### src/rtl/multicycle_controller.sv
// multicycle_controller: multicycle FSM sequencing fetch/decode/exec/memory/writeback with retirement counter
module multicycle_controller (
  input  logic        clk,
  input  logic        reset,
  input  logic [5:0]  opcode,
  input  logic [5:0]  funct,
  input  logic        cond_true,
  input  logic        mem_ready,
  output logic        mem_read,
  output logic        mem_write,
  output logic        ir_write,
  output logic        pc_write,
  output logic        reg_write,
  output logic        alu_src_a,
  output logic [1:0]  alu_src_b,
  output logic        alu_force_add,
  output logic        reg_dst,
  output logic        mem_to_reg,
  output logic        pc_src,
  output logic [2:0]  state,
  output logic        trap,
  output logic [15:0] retired
);
  localparam logic [2:0] FETCH  = 3'd0;
  localparam logic [2:0] DECODE = 3'd1;
  localparam logic [2:0] EXEC   = 3'd2;
  localparam logic [2:0] MEMACC = 3'd3;
  localparam logic [2:0] WB     = 3'd4;
  localparam logic [2:0] BRANCH = 3'd5;
  localparam logic [2:0] TRAP   = 3'd7;
  logic [2:0] nxt;
  logic [5:0] op_q, op;
  logic       ld, st, ldst, rtype, alu_ok, br_ok, done;
  logic       unused_funct;
  assign unused_funct = ^funct;
  // opcode is captured in DECODE so later states ignore changes on the bus
  assign op     = (state == DECODE) ? opcode : op_q;
  assign ld     = (op == 6'b100000) || (op == 6'b100011);
  assign st     = (op == 6'b101000) || (op == 6'b101011);
  assign ldst   = ld || st;
  assign rtype  = (op == 6'b000000);
  assign alu_ok = rtype || (op[5:3] == 3'b001) || ldst;
  assign br_ok  = (op == 6'b000001) || (op[5:2] == 4'b0001);
  assign done   = (state == WB) || (state == BRANCH) || (state == MEMACC && st && mem_ready);
  always_comb begin
    nxt = state;
    mem_read = 1'b0;
    mem_write = 1'b0;
    ir_write = 1'b0;
    pc_write = 1'b0;
    reg_write = 1'b0;
    alu_src_a = 1'b0;
    alu_src_b = 2'b00;
    alu_force_add = 1'b0;
    reg_dst = 1'b0;
    mem_to_reg = 1'b0;
    pc_src = 1'b0;
    trap = 1'b0;
    case (state)
      FETCH: begin
        mem_read = 1'b1;
        alu_src_b = 2'b01;
        alu_force_add = 1'b1;
        ir_write = mem_ready;
        pc_write = mem_ready;
        nxt = mem_ready ? DECODE : FETCH;
      end
      DECODE: begin
        alu_src_b = 2'b10;
        alu_force_add = 1'b1;
        nxt = alu_ok ? EXEC : br_ok ? BRANCH : TRAP;
      end
      EXEC: begin
        alu_src_a = 1'b1;
        alu_src_b = rtype ? 2'b00 : 2'b10;
        alu_force_add = ldst;
        nxt = ldst ? MEMACC : WB;
      end
      MEMACC: begin
        mem_read = ld;
        mem_write = st;
        nxt = mem_ready ? (st ? FETCH : WB) : MEMACC;
      end
      WB: begin
        reg_write = 1'b1;
        reg_dst = rtype;
        mem_to_reg = ld;
        nxt = FETCH;
      end
      BRANCH: begin
        alu_src_a = 1'b1;
        pc_write = cond_true;
        pc_src = cond_true;
        nxt = FETCH;
      end
      TRAP: trap = 1'b1;
      default: nxt = FETCH;
    endcase
    if (reset) begin
      mem_read = 1'b0;
      mem_write = 1'b0;
      ir_write = 1'b0;
      pc_write = 1'b0;
      reg_write = 1'b0;
    end
  end
  always_ff @(posedge clk) begin
    if (reset) begin
      state <= FETCH;
      retired <= 16'd0;
      op_q <= 6'd0;
    end else begin
      state <= nxt;
      if (done) retired <= retired + 16'd1;
      if (state == DECODE) op_q <= opcode;
    end
  end
endmodule

### config.mk
export PLATFORM = sky130hd
export DESIGN_NAME = multicycle_controller
export DESIGN_NICKNAME = d
export VERILOG_FILES = /design/src/rtl/multicycle_controller.sv
export SDC_FILE = /design/constraint.sdc
export NUM_CORES = 1
export LEC_CHECK = 0
export CAP_MARGIN = 20
export CORE_UTILIZATION = 42
export CTS_BUF_LIST = sky130_fd_sc_hd__clkbuf_16
export DETAILED_ROUTE_END_ITERATION = 10
export PLACE_DENSITY = 0.76
export SKIP_CTS_REPAIR_TIMING = 1
export SKIP_LAST_GASP = 1
export SYNTH_ARGS = -nofsm -noshare
export SYNTH_HDL_FRONTEND = slang
export SYNTH_SLANG_ARGS = --single-unit
### constraint.sdc
create_clock -name clk -period 2.05 [get_ports clk]
set_input_delay 0.615 -clock clk [delete_from_list [all_inputs] [get_ports clk]]
set_output_delay 0.615 -clock clk [all_outputs]
set_load 0.02 [all_outputs]
==> results_dict.tcl, run 1 <==
set metrics [dict create \
    worst-path-max-fanout 4 \
    start_util 0.456 \
    r2r_slack_ps 70 \
    grt_pass1_wl_mm 7.20 \
    p_leak_nw 1.07 \
    setup_violations 6 \
    layout_worst_path_cycle_share 1.09 \
    cts.sinks 25 \
    power_frac_clock 0.265 \
    routed_via_density 5.55 \
    drive_above_1_share 0.380 \
    finalMaxSlewViolations 0 \
    skew_ps 4.54 \
    peakVddDrop_uv 556 \
    ant_nets 0 \
    synth_seq_area_share 0.317 \
    pwr-share-seq 0.337 \
    regToRegStartpoint "state[0]" \
    period_needed_ps 2230 \
    hold_viol 0 \
    holdPathEnd "retired[1]" \
    timing.rr.end "retired[4]" \
    timing.fmax_ghz 0.448 \
    grt.overflow.total 0 \
    core_sq_um 3470 \
    grt_usage 0.224 \
    synth.distinct_cells 41 \
    power.density_nw_per_um2 624 \
    io_buffers 41 \
    hp-class "reg -> reg" \
    cp.required_ps 1430 \
    worstPathArrival_ps 1620 \
    min_from "retired[1]" \
    cts_max_path_buffers 2 \
    internal-power_w 0.00108 \
    antenna_found_initial 0 \
    setup_slack_ps -181 \
    p_sw_frac 0.332 \
    slew_headroom 0.766 \
    htree_levels 1 \
    power_w 0.00162 \
    clkSlewWorstSetupHoldPaths_ps 60 \
    drc 0 \
    grt_pass1_vias 1559 \
    cp-start-kind "register" \
    grt_max_degree 36 \
    hold_ws_ps 505 \
    clkLatencyLatePin_ps 260 \
    synth_seq_cells 25 \
    syn_nets 214 \
    holdPathStages 2 \
    cts_tree "built" \
    die_x_microns 63.3 \
    cts-buffers-inserted 3 \
    dp_hpwl_mm 3.00 \
    antenna_cells 0 \
    drtPass1Iterations 4 \
    violations "negative setup slack" \
    path_class "reg -> out" \
    syn2layout_area_growth_pct 63.7 \
    reg2regPathDepth 7 \
    rsz0062_at_grt "true" \
    crit_path_end_kind "primary output" \
    yosysWarnings 0 \
    p_switching_w 0.000537 \
    synth_area_sq_um 1580 \
    dieHeight_microns 63.3 \
    num-fill-cells 245 \
    drt_wl_total_mm 4.67 \
    maxCapViolations 0 \
    p_comb_frac 0.398 \
    row_count 21 \
    routedWlPerCell_microns 15.1 \
    die_area_sq_um 4010 \
    syn_avg_cell_area_sq_um 8.02 \
    root_buffer "clkbuf_16" \
    drt-initial-drc-count 90 \
    worst_pin_slew_ps 351 \
    syn_inst 197 \
    vias 1716 \
    io_pins 48 \
    outcome "finished, violations left" \
    place_congestion 0.832 \
    fin_nets 281 \
]
==> cells in the mapped netlist <==
master / instances / area share
nor2_1: 28 / 0.067
dfxtp_1: 25 / 0.32
nor2b_1: 15 / 0.059
nand3_1: 14 / 0.044
a21oi_1: 11 / 0.035
mux2_2: 11 / 0.078
clkbuf_1: 10 / 0.024
nor3_1: 10 / 0.032
nand2_1: 9 / 0.021
mux2i_1: 7 / 0.044
buf_2: 5 / 0.016
o21ai_0: 5 / 0.016
a211oi_1: 4 / 0.019
nand2b_1: 4 / 0.016
and3_1: 3 / 0.012
and4_1: 3 / 0.017
mux2_1: 3 / 0.021
nand4_1: 3 / 0.012
a2111oi_1: 2 / 0.013
a31oi_1: 2 / 0.0079
nor4_1: 2 / 0.0079
o21a_1: 2 / 0.0095
a2111oi_2: 1 / 0.0095
a21boi_0: 1 / 0.0048
a21o_1: 1 / 0.0048
a31o_2: 1 / 0.0055
and2_1: 1 / 0.0040
and4b_1: 1 / 0.0063
buf_1: 1 / 0.0024
buf_6: 1 / 0.0071
ha_1: 1 / 0.0079
inv_1: 1 / 0.0024
nand4_2: 1 / 0.0079
nor3b_1: 1 / 0.0048
nor3b_2: 1 / 0.0079
o221ai_1: 1 / 0.0055
o22ai_1: 1 / 0.0040
or3b_2: 1 / 0.0055
or4b_2: 1 / 0.0063
xnor2_2: 1 / 0.010
xor2_1: 1 / 0.0055
==> critical path, stage by stage (launching register included) <==
cell and delay (ps):
dfxtp_2 340, nor3b_4 280, mux2i_4 340, a31o_4 200, a21oi_4 50, buf_4 150
==> state kept, by name (all words and copies together), names as in the netlist <==
name     count
retired     16
op_q         6
state        3
==> layer usage <==
metal  track usage  part of all wire  vias up
met5             0                 0        -
met4        0.0767            0.0090        0
met3        0.0217             0.053        2
met2         0.350              0.48       64
met1         0.317              0.45      815
li1              -                 -      835
==> power groups by stage <==
stage	combinational, W	clock (W)	sequential (W)
2_1_floorplan	0.000322	0	0.000563
6_report	0.000643	0.000428	0.000545
3_3_place_gp	0.000578	0	0.000544
4_1_cts	0.000586	0.000432	0.000536
3_5_place_dp	0.000583	0	0.000546
5_1_grt	0.000685	0.000466	0.000548
==> how the worst max path moves through the flow <==
| stage | startpoint | to | slack [ps] |
|---|---|---|---|
| final | state[0] | alu_src_b[1] | -180 |
| after global routing | state[0] | alu_src_b[1] | -240 |
| after CTS | opcode[3] | alu_src_b[1] | -790 |
| after detailed placement | opcode[3] | mem_write | -790 |
| after global placement | opcode[3] | alu_src_b[1] | -780 |
| after floorplan | reset | mem_write | -90 |
==> cell usage in the layout, fill, tap and decap left out, types with 3 or more instances in the layout <==
| cell type | count |
|---|---|
| nand2b_1 | 3 |
| buf_4 | 36 |
| mux2i_1 | 6 |
| nand3_1 | 12 |
| clkbuf_16 | 3 |
| buf_2 | 3 |
| o21ai_0 | 5 |
| nand2_1 | 8 |
| nor2_1 | 26 |
| a21oi_1 | 7 |
| dfxtp_2 | 5 |
| a211oi_2 | 3 |
| buf_6 | 3 |
| clkdlybuf4s50_1 | 22 |
| and3_1 | 3 |
| a21oi_2 | 3 |
| dfxtp_1 | 20 |
| dlymetal6s2s_1 | 8 |
| nand4_1 | 3 |
| and4_1 | 3 |
| clkbuf_2 | 4 |
| nor3_1 | 7 |
| mux2_1 | 3 |
| mux2_2 | 11 |
| nor2b_1 | 15 |
==> layout make-up <==
class / instances / area (sq um) / area share
inverters: 1 / 7.51 / 0.00290
clock buffers: 3 / 75.1 / 0.0290
clock inverters: 1 / 3.75 / 0.00145
repair buffers: 79 / 714 / 0.276
well taps: 46 / 57.6 / 0.0222
multi-input cells: 154 / 1220 / 0.472
flip-flops and latches: 25 / 507 / 0.196
==> cell families (layout without fill, tap and decap cells) <==
family,count (synthesis),count (layout),share of synthesized area
multiplexers,21,21,0.144
XOR/XNOR,2,2,0.0158
AO/OA/AOI/OAI,32,32,0.134
adder cells (fa/ha/maj),1,1,0.00792
flip-flops,25,25,0.317
AND/OR/NAND/NOR,98,98,0.330
buffers and inverters,18,84,0.0515
==> stage by stage <==
step	setup TNS [ps]	utilization	std cells	cell area (sq um)	setup WS, ps
final	-603	0.746	309	2590	-181
after global routing	-1160	0.746	309	2590	-241
after CTS	-10240	0.696	307	2410	-791
after detailed placement	-13390	0.673	303	2330	-787
after global placement	-13200	0.673	303	2330	-777
after floorplan	-244	-	197	1670	-85.5
Power figures use the tool's default switching activity.
==> run 2, diff against run 1 <==
- CTS_CLUSTER_SIZE: default -> 10
- SLEW_MARGIN: default -> 20
==> results of run 2 <==
The final DEF is identical to that of run 1; final timing and power are the same.
